--- config.mk ---
export PLATFORM = sky130hd
export DESIGN_NAME = sc_life_controller
export DESIGN_NICKNAME = d
export VERILOG_FILES = /design/src/rtl/sc_frogger_pkg.sv /design/src/rtl/sc_respawn_timer.sv /design/src/rtl/sc_life_controller.sv
export SDC_FILE = /design/constraint.sdc
export NUM_CORES = 1
export LEC_CHECK = 0
export CAP_MARGIN = 25
export CORE_MARGIN = 2
export CORE_UTILIZATION = 45
export CTS_CLUSTER_DIAMETER = 100
export CTS_CLUSTER_SIZE = 10
export DETAILED_ROUTE_END_ITERATION = 16
export GPL_ROUTABILITY_DRIVEN = 0
export MAX_ROUTING_LAYER = met4
export PLACE_DENSITY = 0.66
export RECOVER_POWER = 50
export SLEW_MARGIN = 30
export SYNTH_ARGS = -nofsm -noshare
export SYNTH_HDL_FRONTEND = slang
export SYNTH_HIERARCHICAL = 1
export SYNTH_SLANG_ARGS = --single-unit
--- constraint.sdc ---
create_clock -name SC_LIFECTRL_CLOCK_50 -period 6.75 [get_ports SC_LIFECTRL_CLOCK_50]
set_input_delay 1.0125 -clock SC_LIFECTRL_CLOCK_50 [delete_from_list [all_inputs] [get_ports SC_LIFECTRL_CLOCK_50]]
set_output_delay 1.0125 -clock SC_LIFECTRL_CLOCK_50 [all_outputs]
set_load 0.005 [all_outputs]
--- src/rtl/sc_frogger_pkg.sv ---
// ---------------------------------------------------------------------------
// sc_frogger_pkg
// Shared constants for the Frogger game datapath: life-controller state
// encodings, the up/down command codes understood by the life counter, and
// the life count loaded at the start of every game.
// ---------------------------------------------------------------------------
package sc_frogger_pkg;

    // Life-controller state encodings (3 bits; encoding 7 is unused)
    localparam logic [2:0] IDLE     = 3'd0;
    localparam logic [2:0] INIT     = 3'd1;
    localparam logic [2:0] PLAY     = 3'd2;
    localparam logic [2:0] HIT      = 3'd3;
    localparam logic [2:0] CHECK    = 3'd4;
    localparam logic [2:0] RESPAWN  = 3'd5;
    localparam logic [2:0] GAMEOVER = 3'd6;

    // Life counter up/down command
    localparam logic [1:0] CMD_HOLD = 2'b00;
    localparam logic [1:0] CMD_INC  = 2'b01;
    localparam logic [1:0] CMD_DEC  = 2'b10;

    // Lives loaded into the counter by an active clear
    localparam int DEFAULT_LIVES = 3;

endpackage

--- src/rtl/sc_respawn_timer.sv ---
// ---------------------------------------------------------------------------
// sc_respawn_timer
// Loadable down-counter. A load presets the count to RESPAWN_CYCLES-1; while
// enabled it counts down and parks at zero. The zero flag is combinational
// on the count register so the owner can leave its wait state on the same
// edge the last cycle completes. Reusable for level-start delays.
//
// Ports:
//   SC_RESPAWNTIMER_CLOCK_50      in   system clock, rising edge
//   SC_RESPAWNTIMER_RESET_InLow   in   async active-low reset, clears count
//   SC_RESPAWNTIMER_load_InHigh   in   preset count to RESPAWN_CYCLES-1
//   SC_RESPAWNTIMER_enable_InHigh in   decrement while non-zero
//   SC_RESPAWNTIMER_zero_OutHigh  out  count is zero
// ---------------------------------------------------------------------------
module sc_respawn_timer #(
    parameter int RESPAWN_CYCLES = 25000000,
    localparam int TIMER_WIDTH   = $clog2(RESPAWN_CYCLES + 1)
) (
    input  logic SC_RESPAWNTIMER_CLOCK_50,
    input  logic SC_RESPAWNTIMER_RESET_InLow,
    input  logic SC_RESPAWNTIMER_load_InHigh,
    input  logic SC_RESPAWNTIMER_enable_InHigh,
    output logic SC_RESPAWNTIMER_zero_OutHigh
);

    localparam logic [TIMER_WIDTH-1:0] LOAD_VALUE = TIMER_WIDTH'(RESPAWN_CYCLES - 1);

    logic [TIMER_WIDTH-1:0] timerCount;

    always_ff @(posedge SC_RESPAWNTIMER_CLOCK_50 or negedge SC_RESPAWNTIMER_RESET_InLow) begin
        if (!SC_RESPAWNTIMER_RESET_InLow) begin
            timerCount <= '0;
        end else if (SC_RESPAWNTIMER_load_InHigh) begin
            timerCount <= LOAD_VALUE;
        end else if (SC_RESPAWNTIMER_enable_InHigh && (timerCount != '0)) begin
            timerCount <= timerCount - TIMER_WIDTH'(1);
        end
    end

    assign SC_RESPAWNTIMER_zero_OutHigh = (timerCount == '0);

endmodule

--- src/rtl/sc_life_controller.sv ---
// ---------------------------------------------------------------------------
// sc_life_controller
// Game-level sequencer owning the player life counter. Converts start,
// collision and bonus events into the counter's up/down command and
// active-low clear, holds a respawn grace period after each hit, and
// declares game-over when lives reach zero.
//
// State table:
//   IDLE     (0) | waiting for start, movers frozen
//   INIT     (1) | one-cycle counter clear (reload to 3 lives)
//   PLAY     (2) | game running; hits and bonuses accepted
//   HIT      (3) | one-cycle decrement command
//   CHECK    (4) | wait for the counter to settle, then decide
//   RESPAWN  (5) | grace period, events ignored, movers frozen
//   GAMEOVER (6) | no lives left; start begins a new game
//   7            | unused, recovers to IDLE
//
// Ports:
//   SC_LIFECTRL_CLOCK_50          in   system clock, rising edge
//   SC_LIFECTRL_RESET_InLow       in   async active-low reset
//   SC_LIFECTRL_start_InLow       in   debounced start button, active-low
//   SC_LIFECTRL_collision_InHigh  in   one-cycle hit pulse
//   SC_LIFECTRL_bonus_InHigh      in   one-cycle extra-life pulse
//   SC_LIFECTRL_lives_InBUS       in   life counter value
//   SC_LIFECTRL_upcount_OutBUS    out  counter command (10 dec, 01 inc, 00 hold)
//   SC_LIFECTRL_clear_OutLow      out  counter reload, active-low
//   SC_LIFECTRL_freeze_OutHigh    out  movers halted
//   SC_LIFECTRL_respawn_OutHigh   out  one-cycle frog return pulse
//   SC_LIFECTRL_gameover_OutHigh  out  game-over level
//   SC_LIFECTRL_state_OutBUS      out  current state encoding
// ---------------------------------------------------------------------------
module sc_life_controller
    import sc_frogger_pkg::*;
#(
    parameter int LIFECTRL_DATAWIDTH      = 8,
    parameter int LIFECTRL_MAX_LIVES      = 9,
    parameter int LIFECTRL_RESPAWN_CYCLES = 25000000
) (
    input  logic                          SC_LIFECTRL_CLOCK_50,
    input  logic                          SC_LIFECTRL_RESET_InLow,
    input  logic                          SC_LIFECTRL_start_InLow,
    input  logic                          SC_LIFECTRL_collision_InHigh,
    input  logic                          SC_LIFECTRL_bonus_InHigh,
    input  logic [LIFECTRL_DATAWIDTH-1:0] SC_LIFECTRL_lives_InBUS,
    output logic [1:0]                    SC_LIFECTRL_upcount_OutBUS,
    output logic                          SC_LIFECTRL_clear_OutLow,
    output logic                          SC_LIFECTRL_freeze_OutHigh,
    output logic                          SC_LIFECTRL_respawn_OutHigh,
    output logic                          SC_LIFECTRL_gameover_OutHigh,
    output logic [2:0]                    SC_LIFECTRL_state_OutBUS
);

    localparam logic [LIFECTRL_DATAWIDTH-1:0] MAX_LIVES_W = LIFECTRL_DATAWIDTH'(LIFECTRL_MAX_LIVES);

    logic [2:0] stateReg;
    logic [2:0] stateNext;
    logic [1:0] upcountReg;
    logic [1:0] upcountNext;
    logic       clearReg;
    logic       clearNext;
    logic       freezeReg;
    logic       freezeNext;
    logic       respawnReg;
    logic       respawnNext;
    logic       gameoverReg;
    logic       gameoverNext;
    logic       timerLoad;
    logic       timerEnable;
    logic       timerZero;
    logic       livesZero;
    logic       bonusAllowed;

    assign livesZero    = (SC_LIFECTRL_lives_InBUS == '0);
    assign bonusAllowed = (SC_LIFECTRL_lives_InBUS < MAX_LIVES_W);

    sc_respawn_timer #(
        .RESPAWN_CYCLES (LIFECTRL_RESPAWN_CYCLES)
    ) respawnTimer (
        .SC_RESPAWNTIMER_CLOCK_50      (SC_LIFECTRL_CLOCK_50),
        .SC_RESPAWNTIMER_RESET_InLow   (SC_LIFECTRL_RESET_InLow),
        .SC_RESPAWNTIMER_load_InHigh   (timerLoad),
        .SC_RESPAWNTIMER_enable_InHigh (timerEnable),
        .SC_RESPAWNTIMER_zero_OutHigh  (timerZero)
    );

    always_comb begin
        stateNext = stateReg;
        case (stateReg)
            IDLE:     if (!SC_LIFECTRL_start_InLow) stateNext = INIT;
            INIT:     stateNext = PLAY;
            PLAY:     if (SC_LIFECTRL_collision_InHigh) stateNext = HIT;
            HIT:      stateNext = CHECK;
            CHECK:    stateNext = livesZero ? GAMEOVER : RESPAWN;
            RESPAWN:  if (timerZero) stateNext = PLAY;
            GAMEOVER: if (!SC_LIFECTRL_start_InLow) stateNext = INIT;
            default:  stateNext = IDLE;
        endcase
    end

    // Loading on the CHECK->RESPAWN edge makes the first RESPAWN cycle see
    // RESPAWN_CYCLES-1, so the grace period lasts exactly RESPAWN_CYCLES.
    assign timerLoad   = (stateReg == CHECK) && !livesZero;
    assign timerEnable = (stateReg == RESPAWN);

    // Outputs are computed one cycle ahead and registered, so each one is
    // valid for the whole cycle of the state it belongs to.
    always_comb begin
        upcountNext = CMD_HOLD;
        if (stateReg == PLAY) begin
            if (SC_LIFECTRL_collision_InHigh) begin
                upcountNext = CMD_DEC;
            end else if (SC_LIFECTRL_bonus_InHigh && bonusAllowed) begin
                upcountNext = CMD_INC;
            end
        end
        clearNext    = (stateNext != INIT);
        freezeNext   = (stateNext != PLAY);
        respawnNext  = timerLoad;
        gameoverNext = (stateNext == GAMEOVER);
    end

    always_ff @(posedge SC_LIFECTRL_CLOCK_50 or negedge SC_LIFECTRL_RESET_InLow) begin
        if (!SC_LIFECTRL_RESET_InLow) begin
            stateReg    <= IDLE;
            upcountReg  <= CMD_HOLD;
            clearReg    <= 1'b1;
            freezeReg   <= 1'b1;
            respawnReg  <= 1'b0;
            gameoverReg <= 1'b0;
        end else begin
            stateReg    <= stateNext;
            upcountReg  <= upcountNext;
            clearReg    <= clearNext;
            freezeReg   <= freezeNext;
            respawnReg  <= respawnNext;
            gameoverReg <= gameoverNext;
        end
    end

    assign SC_LIFECTRL_upcount_OutBUS   = upcountReg;
    assign SC_LIFECTRL_clear_OutLow     = clearReg;
    assign SC_LIFECTRL_freeze_OutHigh   = freezeReg;
    assign SC_LIFECTRL_respawn_OutHigh  = respawnReg;
    assign SC_LIFECTRL_gameover_OutHigh = gameoverReg;
    assign SC_LIFECTRL_state_OutBUS     = stateReg;

endmodule
==> results.sh <==
export IMPL_crit_path_end_kind="register"
export IMPL_vdd_drop_max_v=0.000150
export IMPL_drive_above_1_share=0.139
export IMPL_slew_headroom=-0.212
export IMPL_synth_ff_type="dfrtp_1"
export IMPL_holdCritStartpoint="respawnTimer/timerCount[24]$_DFFE_PN0P_"
export IMPL_yosys_warnings=6
export IMPL_via_per_inst=5.87
export IMPL_synth_seq_cells=34
export IMPL_reg2reg_depth=7
export IMPL_ant_nets=0
export IMPL_dpl_hpwl_um=2990
export IMPL_rrSetupSlack_ps=3870
export IMPL_ios=22
export IMPL_status="finished with violations"
export IMPL_grt_pass1_vias=1477
export IMPL_finalMaxSlewViolations=35
export IMPL_setup_violations=0
export IMPL_syn_area_per_cell_um2=9.83
export IMPL_min_path_type="register to register"
export IMPL_yosys_area_top_type="dfrtp_1"
export IMPL_post_cts_setup_buffer_count=0
export IMPL_cts_made_buffers=5
export IMPL_maxCapViolCount=1
export IMPL_synth_async_reset_ratio=1.00
export IMPL_reg2reg_from="SC_LIFECTRL_state_OutBUS[0]$_DFF_PN0_"
export IMPL_synthCells=191
export IMPL_core_area_um2=4000
export IMPL_hold_buffers=0
export IMPL_synthSimpleGateAreaFrac=0.337
export IMPL_hold_viol_final=0
export IMPL_cts_resized=0
export IMPL_initial_core_util=0.470
export IMPL_final_cell_mix="dfrtp_1, clkdlybuf4s50_1, nand2_1"
export IMPL_rsz0062_at_grt="no"
export IMPL_slowest_delay_ps=540
export IMPL_synth_area_um2=1880
export IMPL_clk_latency_ps=280
export IMPL_wl_per_cell_um=15.4
export IMPL_synth_top_family_by_area="simple AND/OR/NAND/NOR gates"
export IMPL_cts_sink_count=34
export IMPL_place_area_um2=2130
export IMPL_synth_edf_count=0
export IMPL_min_to="respawnTimer/timerCount[24]$_DFFE_PN0P_"
export IMPL_synth_compound_area_frac=0.117
export IMPL_synth_nets=206
export IMPL_die_area_um2=4710
export IMPL_clock_path_buffers=2
export IMPL_criticalPathCategory="input port to register"
export IMPL_worst_slew_pin_slew_ps=1820
export IMPL_root_buffer="clkbuf_8"
export IMPL_area_growth_pct=17.9
export IMPL_hold_depth=2
export IMPL_failed_checks="max-capacitance violations, max-slew violations"
export IMPL_cp_cell_sequence="clkdlybuf4s50_1, or4_4, nor3_2, nor3_1, buf_4, inv_1, o21ai_0"
export IMPL_nets=230
export IMPL_yosysSeqAreaShare=0.454
export IMPL_ctsHtreeMaxLevel=2
export IMPL_reg2reg_to="respawnTimer/timerCount[13]$_DFFE_PN0P_"
export IMPL_grt_max_degree=35
export IMPL_row_count=23
export IMPL_pwr_density_cell_nw_per_um2=250
export IMPL_p_leak_nw=0.774
export IMPL_fin_crit_sh=0.430
export IMPL_cp_arrival_ps=3030
export IMPL_grt_usage=0.204
export IMPL_path_clk_slew_ps=60
export IMPL_grt_pass1_wl_um=6880
export IMPL_cts_tree="done"
export IMPL_num_vias=1561
export IMPL_synth_fa_ha_area_frac=0.0133
export IMPL_n_antenna_cell=0
export IMPL_synth_top_area_frac=0.426
export IMPL_p_total_uw=553
export IMPL_yosys_cell_types_count=49
export IMPL_min_period_ps=2900
export IMPL_critPathLaunchType="input port"
export IMPL_fin_skew_ps=10.6
export IMPL_synth_mux_area_frac=0.00600
export IMPL_setup_tns_ps=0
export IMPL_grt_ovfl_total=0
export IMPL_antenna_found_initial=0
export IMPL_drt_iter0_drc=83
export IMPL_max_freq_mhz=344
export IMPL_post_route_drc_count=0
export IMPL_routed_wl_um=4090
export IMPL_crit_path_max_fanout=17
export IMPL_worstPathRequired_ps=6880
export IMPL_firstDrtPassIters=4
export IMPL_synth_area_top_cells="dfrtp_1, xor2_1, or3_1"
export IMPL_fin_area_um2=2210
export IMPL_die_width_um=68.6
export IMPL_final_common_cell="dfrtp_1"
export IMPL_numPortBuffers=21
export IMPL_chipHeight_um=68.6
export IMPL_synth_xor_area_frac=0.0420
export IMPL_critPathSlowestCell="or4_4"
## layer usage
metal | vias up | routed length (µm) | part of all wire | GRT usage
met1 | 782 | 1960 | 0.48 | 0.256
met5 | - | 0 | 0 | -
met4 | 0 | 46 | 0.011 | 0.0675
met2 | 20 | 1980 | 0.48 | 0.325
met3 | 5 | 109 | 0.027 | 0.0471
li1 | 754 | - | - | -
## registers in the layout, summed over array words and instances (netlist names)
| name | cells |
|---|---|
| respawnTimer/timerCount | 25 |
| SC_LIFECTRL_state_OutBUS | 3 |
| SC_LIFECTRL_upcount_OutBUS | 2 |
| SC_LIFECTRL_respawn_OutHigh | 1 |
| SC_LIFECTRL_gameover_OutHigh | 1 |
| SC_LIFECTRL_freeze_OutHigh | 1 |
| SC_LIFECTRL_clear_OutLow | 1 |
## stage by stage
stage               hold slack, ps  instances  setup WS (ps)  utilization
finish                         553        266           3850        0.553
global route                   585        266           3570        0.553
CTS                            558        266           3860        0.554
detailed placement             544        258           3570        0.532
global placement               534        258           3660        0.532
floorplan                      506        191           4080            -
## critical path: cells and delay by family
family	cells	cell delay, ps
AO/OA/AOI/OAI	1	180
buffers and inverters	3	1010
AND/OR/NAND/NOR	3	820
## final cells by class
type / instances / area [µm²]
fillers: 374 / 1790
inverters: 5 / 18.8
multi-input cells: 146 / 967
well taps: 50 / 62.6
flip-flops and latches: 34 / 853
clock buffers: 8 / 90.1
repair buffers: 23 / 221
## logic make-up after synthesis
family / Yosys count
xor+xnor: 9
mux: 1
flops: 34
buf+inv: 11
compound gates: 33
simple gates: 101
fa+ha+maj: 2
## synthesized netlist by cell type, types with 2 or more instances
cell / count
or4b_2: 2
nand4_1: 4
nor4_2: 2
or2_2: 3
buf_6: 2
ha_1: 2
dfstp_2: 2
nor2_1: 10
o31ai_2: 2
nor2b_1: 3
nand2b_1: 6
or4_1: 3
a21oi_1: 7
and2_1: 2
nor3b_1: 3
and3_1: 2
or3_2: 3
clkbuf_1: 3
nand3_1: 11
o31ai_1: 2
xor2_1: 8
or3_1: 10
o21ai_0: 11
nand3b_1: 2
inv_1: 5
nor3_1: 5
nand2_1: 13
nor4_1: 8
a31oi_1: 2
nand3_2: 2
a21boi_0: 2
dfrtp_1: 32
## how the worst max path moves through the flow
stage	cells after the start	endpoint	startpoint	slack [ps]
3_3_place_gp	7	respawnTimer/timerCount[12]$_DFFE_PN0P_	SC_LIFECTRL_lives_InBUS[5]	3660
5_1_grt	2	SC_LIFECTRL_state_OutBUS[1]$_DFF_PN0_	SC_LIFECTRL_RESET_InLow	3570
4_1_cts	7	respawnTimer/timerCount[12]$_DFFE_PN0P_	SC_LIFECTRL_lives_InBUS[5]	3860
3_5_place_dp	7	respawnTimer/timerCount[12]$_DFFE_PN0P_	SC_LIFECTRL_lives_InBUS[5]	3570
2_1_floorplan	7	respawnTimer/timerCount[11]$_DFFE_PN0P_	SC_LIFECTRL_lives_InBUS[5]	4080
6_report	7	respawnTimer/timerCount[12]$_DFFE_PN0P_	SC_LIFECTRL_lives_InBUS[5]	3850
## power breakdown
part | switching, mW | internal [mW] | leakage (nW)
clock network | 0.0679 | 0.0831 | 0.0455
logic | 0.0727 | 0.0723 | 0.353
registers | 0.0280 | 0.229 | 0.376
Power figures use the tool's default switching activity.
